File: config.mk
export PLATFORM = sky130hd
export DESIGN_NAME = pwm_audio_mc
export DESIGN_NICKNAME = d
export VERILOG_FILES = /design/src/rtl/pwm_audio_mc.sv
export SDC_FILE = /design/constraint.sdc
export NUM_CORES = 1
export LEC_CHECK = 0
export CORE_UTILIZATION = 29
export CTS_CLUSTER_DIAMETER = 50
export CTS_CLUSTER_SIZE = 14
export DETAILED_ROUTE_END_ITERATION = 8
export PLACE_DENSITY_LB_ADDON = 0.05
export SLEW_MARGIN = 20
export SYNTH_ARGS = -nofsm -noshare
export SYNTH_HDL_FRONTEND = slang
export SYNTH_SLANG_ARGS = --single-unit
File: constraint.sdc
create_clock -name clk -period 2.6 [get_ports clk]
set_input_delay 0.39 -clock clk [delete_from_list [all_inputs] [get_ports clk]]
set_output_delay 0.39 -clock clk [all_outputs]
set_load 0.005 [all_outputs]
File: src/rtl/pwm_audio_mc.sv
// pwm_audio_mc -- multi-channel PWM audio DAC back end.
//
// Accepts one packed sample word per frame (all channels) over a valid/ready
// handshake and holds it in a one-deep pending buffer. At each frame boundary
// the pending word becomes the active duty set. One registered PWM output is
// driven per channel. The period and the edge/centre mode are sampled at the
// frame boundary, so changes made mid-frame only take effect in the next frame.
//
// Ports:
//   clk        clock
//   rst_n      synchronous active-low reset
//   en         run enable; when low the counter parks at 0 and outputs go low
//   mode       0 = edge-aligned, 1 = centre-aligned (sampled at frame boundary)
//   period     frame period P (sampled at frame boundary)
//   s_valid    sample word valid
//   s_ready    high while the pending buffer is empty
//   s_data     channel i duty in bits [i*WIDTH +: WIDTH]
//   pwm_out    per-channel PWM outputs, registered
//   frame_tick one-cycle pulse in the first cycle of each frame
//   underrun   one-cycle pulse when a frame starts without a fresh sample
module pwm_audio_mc #(
   parameter int WIDTH  = 8,
   parameter int NUM_CH = 2
) (
   input  logic                    clk,
   input  logic                    rst_n,
   input  logic                    en,
   input  logic                    mode,
   input  logic [WIDTH-1:0]        period,
   input  logic                    s_valid,
   output logic                    s_ready,
   input  logic [NUM_CH*WIDTH-1:0] s_data,
   output logic [NUM_CH-1:0]       pwm_out,
   output logic                    frame_tick,
   output logic                    underrun
);

   typedef enum logic {DIR_UP = 1'b0, DIR_DOWN = 1'b1} dir_t;

   localparam logic [WIDTH-1:0] ONE = WIDTH'(1);

   logic [WIDTH-1:0]        cnt, cnt_nxt;
   dir_t                    dir, dir_nxt;
   logic [WIDTH-1:0]        per_a;
   logic                    mode_a;
   logic [NUM_CH*WIDTH-1:0] duty;
   logic [NUM_CH*WIDTH-1:0] pend;
   logic                    pend_valid;
   logic                    wrap;
   logic                    take;
   logic [NUM_CH-1:0]       pwm_nxt;

   assign s_ready = !pend_valid;
   assign take    = s_valid && s_ready;

   // Counter next state. Edge mode ramps 0..per_a. Centre mode ramps up to
   // per_a and then back down to 1, so a frame has no repeated end values.
   // NOTE: every signal written here gets a default first, so no path can
   // leave one unassigned and infer a latch.
   always_comb begin
      cnt_nxt = cnt;
      dir_nxt = dir;
      wrap    = 1'b0;
      if (!en) begin
         cnt_nxt = '0;
         dir_nxt = DIR_UP;
      end else if (per_a == '0) begin
         wrap = 1'b1;
      end else if (!mode_a) begin
         if (cnt == per_a) wrap = 1'b1;
         else              cnt_nxt = cnt + ONE;
      end else if (dir == DIR_UP) begin
         if (cnt != per_a) begin
            cnt_nxt = cnt + ONE;
         end else if (per_a == ONE) begin
            // A two-count triangle has no room for a down leg.
            wrap = 1'b1;
         end else begin
            cnt_nxt = cnt - ONE;
            dir_nxt = DIR_DOWN;
         end
      end else begin
         if (cnt == ONE) wrap = 1'b1;
         else            cnt_nxt = cnt - ONE;
      end
      if (wrap) begin
         cnt_nxt = '0;
         dir_nxt = DIR_UP;
      end
   end

   always_comb begin
      pwm_nxt = '0;
      for (int i = 0; i < NUM_CH; i++) begin
         pwm_nxt[i] = en && (cnt < duty[i*WIDTH +: WIDTH]);
      end
   end

   // NOTE: reset is synchronous here, so it only takes effect on a clock edge;
   // the duty and pending words are reset too, because a stale sample must
   // never reach the outputs after a reset.
   // NOTE: all state below uses non-blocking assignments so every register
   // sees the pre-edge values of the others.
   always_ff @(posedge clk) begin
      if (!rst_n) begin
         cnt        <= '0;
         dir        <= DIR_UP;
         per_a      <= '0;
         mode_a     <= 1'b0;
         duty       <= '0;
         pend       <= '0;
         pend_valid <= 1'b0;
         pwm_out    <= '0;
         frame_tick <= 1'b0;
         underrun   <= 1'b0;
      end else begin
         cnt        <= cnt_nxt;
         dir        <= dir_nxt;
         pwm_out    <= pwm_nxt;
         frame_tick <= wrap;
         underrun   <= 1'b0;
         if (wrap) begin
            per_a  <= period;
            mode_a <= mode;
            if (pend_valid) begin
               duty       <= pend;
               pend_valid <= 1'b0;
            end else if (take) begin
               // A word arriving exactly on the boundary goes straight to the
               // active set instead of waiting a whole frame in the buffer.
               duty <= s_data;
            end else begin
               underrun <= 1'b1;
            end
         end else if (take) begin
            pend       <= s_data;
            pend_valid <= 1'b1;
         end
      end
   end

endmodule

; ---- Word level (Yosys, flattened, before mapping)
; Index checks and enable logic that the tools add are counted.
[totals]
output_inout_bits = 5
register_bits = 55
input_bits = 29
word_cells = 58
[op_classes]
add_sub_neg = 2
n_eq_ne = 7
n_bitwise = 4
n_lt_le_gt_ge = 2
reduce_logical = 13
n_mux = 20
[ops]
columns = operator, n
row1 = 8-bit two-way mux, 6
row2 = 16-bit two-way mux, 2
row3 = "8-bit by 1-bit == test with 1-bit output, second input constant", 2
row4 = 8-bit less-than comparator, 2
row5 = 1-bit two-way mux, 12
row6 = "8-bit by 1-bit adder with 8-bit output, second input constant", 1
row7 = 8-bit == test, 1
row8 = 8-bit logical NOT, 1
row9 = 8-bit inequality test, 1
row10 = "8-bit by 1-bit subtractor with 8-bit output, second input constant", 1
row11 = 2-bit AND reduction, 3
row12 = 3-bit OR reduction, 2
row13 = "4-bit inequality test, second input constant", 1
row14 = 1-bit NOT, 4
row15 = 4-bit AND reduction, 1
row16 = 1-bit logical AND, 3
row17 = "3-bit inequality test, second input constant", 1
row18 = "2-bit inequality test, second input constant", 1
row19 = 2-bit nonzero test, 1
row20 = 2-bit OR reduction, 1
row21 = 1-bit logical NOT, 1

; ---- Logic depth before layout (Yosys ltp)
; Gate-level depths: netlist of the first run.
[logic_depth]
word_depth = 9
mapped_depth = 8
depth_no_buf = 7

; ---- Worst setup path before layout of the first run
; No wires, ideal clock.
[synth_path]
path_type = reg-to-reg
from = reg per_a[4]
to = reg duty[10]
slack_ns = 0.401
setup_ns = 0.116
stages_incl_launch_ff = 8
synth_period_minus_slack_ns = 2.199
t_arrival_ns = 2.082
n_path_buf = 2
required_ns = 2.484
path_cell_list = dfxtp_1 -> or4_1 -> or4_4 -> o21ai_4 -> o221ai_2 -> buf_6 -> buf_6 -> o211a_1
[synth_via]
elab_chain_len = 8
word_cells_on_any_way = 12
cone_classes = eq/ne (3) / mux (7) / reduce/logical (2)
[synth_lines]
columns = item, line_no
row1 = from (decl), 44  ; logic [WIDTH-1:0] per_a;
row2 = from (signal assigned), 123  ; per_a <= period;
row3 = 8-bit by 1-bit == test with 1-bit output, 75  ; end else if (per_a == ONE) begin
row4 = 1-bit two-way mux, 75
row5 = 1-bit two-way mux, 73  ; if (cnt != per_a) begin
row6 = 1-bit two-way mux, 72  ; end else if (dir == DIR_UP) begin
row7 = 1-bit two-way mux, 69  ; end else if (!mode_a) begin
row8 = 1-bit two-way mux (*), 67  ; end else if (per_a == '0) begin
row9 = 1-bit two-way mux (*), 64  ; if (!en) begin
row10 = 2-bit AND reduction (no source line) (*), --
row11 = to (signal assigned), 126  ; duty <= pend;
row12 = to (signal assigned), 131  ; duty <= s_data;
row13 = to (decl), 46  ; logic [NUM_CH*WIDTH-1:0] duty;
; Every way passes the cells marked *; elsewhere a longest branch is shown, timed or not.
; A chain may end at the register's enable or synchronous reset.

; ---- Worst setup path in the final report of the first run
[layout_path]
from = reg per_a[4]
to = reg per_a[4]
[layout_via]
elab_chain_len = 7
word_cells_on_any_way = 11
cone_classes = eq/ne (3) / mux (7) / reduce/logical (1)
[layout_lines]
columns = item, line_no
row1 = 8-bit by 1-bit == test with 1-bit output, 75
row2 = 1-bit two-way mux, 75
row3 = 1-bit two-way mux, 73
row4 = 1-bit two-way mux, 72
row5 = 1-bit two-way mux, 69
row6 = 1-bit two-way mux (*), 67
row7 = 1-bit two-way mux (*), 64
; Marks and branches as above.

==> flow_metrics.env, run 1 <==
export IMPL_status="finished, final reports clean"
export IMPL_hpwl_um=4620
export IMPL_antenna_found_initial=0
export IMPL_min_delay_path_class="input port to flip-flop"
export IMPL_grt_pass1_vias=2042
export IMPL_globalRouteMet1Util_pct=20.0
export IMPL_drv_cap=0
export IMPL_yosysWarnings=0
export IMPL_p_per_area_nw_per_um2=976
export IMPL_slew_viol_final=0
export IMPL_grt_busiest_layer="met2"
export IMPL_cts_sinks=55
export IMPL_setup_tns_ns=0
export IMPL_die_h_um=101
export IMPL_syn_nets=357
export IMPL_dieArea_um2=10100
export IMPL_cpPeakStageDelay_ns=0.54
export IMPL_start_util_pct=30.3
export IMPL_clk_pin_slew_ns=0.11
export IMPL_finalCriticalPeriod_ns=2.32
export IMPL_synthFlopType="dfxtp_1"
export IMPL_fillers=997
export IMPL_vias=2221
export IMPL_synthCells=311
export IMPL_gp_congestion=0.795
export IMPL_grt_max_degree=49
export IMPL_rsz0062_at_grt="no"
export IMPL_cp_arrival_ns=2.58
export IMPL_start_kind="flip-flop"
export IMPL_h_tree_depth=2
export IMPL_fp_dieW_um=101
export IMPL_io_pins=34
export IMPL_critPathSlowestCell="or4_1"
export IMPL_synth_area_um2=2820
export IMPL_min_period_over_period_pct=89.0
export IMPL_portBuffers=33
export IMPL_vdd_drop_max_mv=0.331
export IMPL_clk_latency_ns=0.31
export IMPL_row_count=35
export IMPL_avgRoutedWirePerCell_um=14.2
export IMPL_worstSetupPathType="flip-flop to flip-flop"
export IMPL_nets=387
export IMPL_async_flop_share_pct=0
export IMPL_setup_violations_final=0
export IMPL_worstPathRequired_ns=2.86
export IMPL_max_freq_ghz=0.432
export IMPL_ys_types=41
export IMPL_cts_hold_buf=0
export IMPL_drtAntennaViolNets=0
export IMPL_cts_repair_resized=0
export IMPL_synth_ff_latch_count=55
export IMPL_hold_viol=0
export IMPL_grt_usage_pct=13.8
export IMPL_grt_overflow=0
export IMPL_grt_pass1_wl_um=10700
export IMPL_grtUsageMet3_pct=2.43
export IMPL_drc=0
export IMPL_rrSetupSlack_ns=0.28
export IMPL_worstSetupEndpointType="flip-flop"
export IMPL_leakage_nw=1.43
export IMPL_path_cells="or4_1 -> or4_4 -> o21ai_4 -> nor2_1 -> nor2_2 -> a22o_1"
export IMPL_critPathMaxFanout=10
export IMPL_n_antenna_cell=0
export IMPL_drive_gt1_share_pct=10.8
export IMPL_ys_seq_area_share_pct=39.0
export IMPL_core_um2=9330
export IMPL_slew_headroom_pct=66.8
export IMPL_cts_buffers=5
export IMPL_fin_worst_skew_ns=0.00716
export IMPL_worstMarginPinSlew_ns=0.498
export IMPL_cts_root_buf="clkbuf_8"
export IMPL_grt_met2_usage_pct=20.8
export IMPL_post_cts_setup_buffers=0
export IMPL_clk_path_buf_depth=2
export IMPL_cts_tree="yes"
export IMPL_hold_worst_slack_ns=0.431
export IMPL_wirelength_um=6700
export IMPL_synth_edf_count=0
export IMPL_syn_to_final_growth_pct=19.5
export IMPL_drt_iter0_drc=89
export IMPL_viasPerCell=4.72
export IMPL_syn_avg_cell_area_um2=9.08
export IMPL_firstDrtPassIters=4
==> critical path: cells and delay by family, from the launching register on <==
kind | cells | cell delay (ns)
and+or+nand+nor | 4 | 1.51
AOI/OAI and AO/OA | 2 | 0.41
DFF | 1 | 0.34
==> synthesized netlist by cell type (all sizes together), types with 2 or more instances <==
master / n / area (um^2)
inv: 21 / 78.8
nor2b: 2 / 12.5
ha: 17 / 213
nor3b: 6 / 50.1
a21o: 4 / 30.0
xnor2: 9 / 78.8
nor4: 4 / 25.0
dfxtp: 55 / 1100
mux2i: 4 / 40.0
a211oi: 2 / 15.0
mux2: 16 / 180
or4: 7 / 56.3
o21ai: 28 / 151
o211a: 14 / 140
o311ai: 2 / 17.5
nand3: 24 / 120
a22o: 9 / 78.8
and2: 2 / 12.5
nor2: 8 / 32.5
and3: 3 / 18.8
clkbuf: 11 / 42.5
nand2: 33 / 124
a21oi: 5 / 25.0
buf: 5 / 37.5
nand2b: 3 / 18.8
nor3: 5 / 25.0
nand4: 4 / 25.0
==> layer usage <==
layer | share of wire (%) | wire [um] | vias to the layer above
met2 | 43 | 2850 | 33
li1 | - | - | 1177
met4 | 0.43 | 29 | 0
met1 | 54 | 3640 | 1009
met3 | 2.7 | 183 | 2
met5 | 0 | 0 | -
==> cells in the final DEF (no fill, tap or decap), types with 2 or more instances in the layout <==
| cell | n |
|---|---|
| mux2_2 | 16 |
| a21o_1 | 4 |
| a22o_1 | 9 |
| nand2b_1 | 3 |
| and3_1 | 3 |
| nor3b_1 | 5 |
| nand3_1 | 24 |
| or4_1 | 6 |
| nand2_1 | 33 |
| a21oi_1 | 5 |
| mux2i_1 | 4 |
| ha_1 | 17 |
| nor2b_1 | 2 |
| nand4_1 | 4 |
| nor3_1 | 5 |
| clkinv_2 | 2 |
| nor4_1 | 4 |
| o211a_1 | 14 |
| clkdlybuf4s50_1 | 32 |
| clkbuf_8 | 5 |
| buf_4 | 5 |
| nor2_1 | 7 |
| o21ai_0 | 27 |
| a211oi_1 | 2 |
| dfxtp_1 | 55 |
| and2_1 | 2 |
| inv_1 | 21 |
| o311ai_0 | 2 |
| xnor2_1 | 9 |
==> area by class of cell <==
cell class / instances / area (um^2) / area share (%)
multi-input cells: 219 / 1560 / 46.3
flip-flops and latches: 55 / 1100 / 32.6
repair buffers: 39 / 383 / 11.3
well taps: 129 / 161 / 4.78
inverters: 21 / 78.8 / 2.34
clock buffers: 5 / 68.8 / 2.04
clock inverters: 3 / 18.8 / 0.556
==> power breakdown <==
group | total, mW | internal [mW] | switching [mW]
registers | 1.24 | 1.09 | 0.155
logic | 1.56 | 0.724 | 0.833
clock network | 0.494 | 0.191 | 0.303
==> through the flow <==
stage                     cells  area [um^2]  power, mW  utilization (%)  setup WS [ns]
after floorplan             311         2820       2.43                -          0.401
after global placement      463         3290       2.83             35.3          0.310
after detailed placement    463         3290       2.84             35.3          0.309
after CTS                   471         3380       3.36             36.2          0.276
after global routing        471         3380       3.58             36.2          0.166
final                       471         3380       3.29             36.2          0.285
==> flip-flops by register name, indices dropped and copies added, names as in the netlist <==
signal,flops
pwm_out,2
pend,16
per_a,8
mode_a,1
cnt,8
dir,1
underrun,1
duty,16
pend_valid,1
frame_tick,1
==> final timing paths <==
path	startpoint	endpoint	depth (start not counted)
setup / recovery	per_a[4]	per_a[4]	6
hold / removal	rst_n	cnt[2]	3
setup reg to reg	per_a[4]	per_a[4]	6
hold reg to reg	pend[15]	pend[15]	2
==> logic make-up after synthesis <==
family,synth area share (%)
AO/OA/AOI/OAI,18.2
flip-flops,39.0
adder cells (fa/ha/maj),7.53
AND/OR/NAND/NOR,19.1
buffers and inverters,5.63
multiplexers,7.80
XOR/XNOR,2.79
(Power assumes the default switching activity.)
==> run 2: changes to the inputs <==
Settings changed: ABC_CLOCK_PERIOD_IN_PS set to 2600, SLEW_MARGIN 20 to not set.
==> results of run 2 <==
No change in the layout: final DEF, timing and power equal those of run 1.
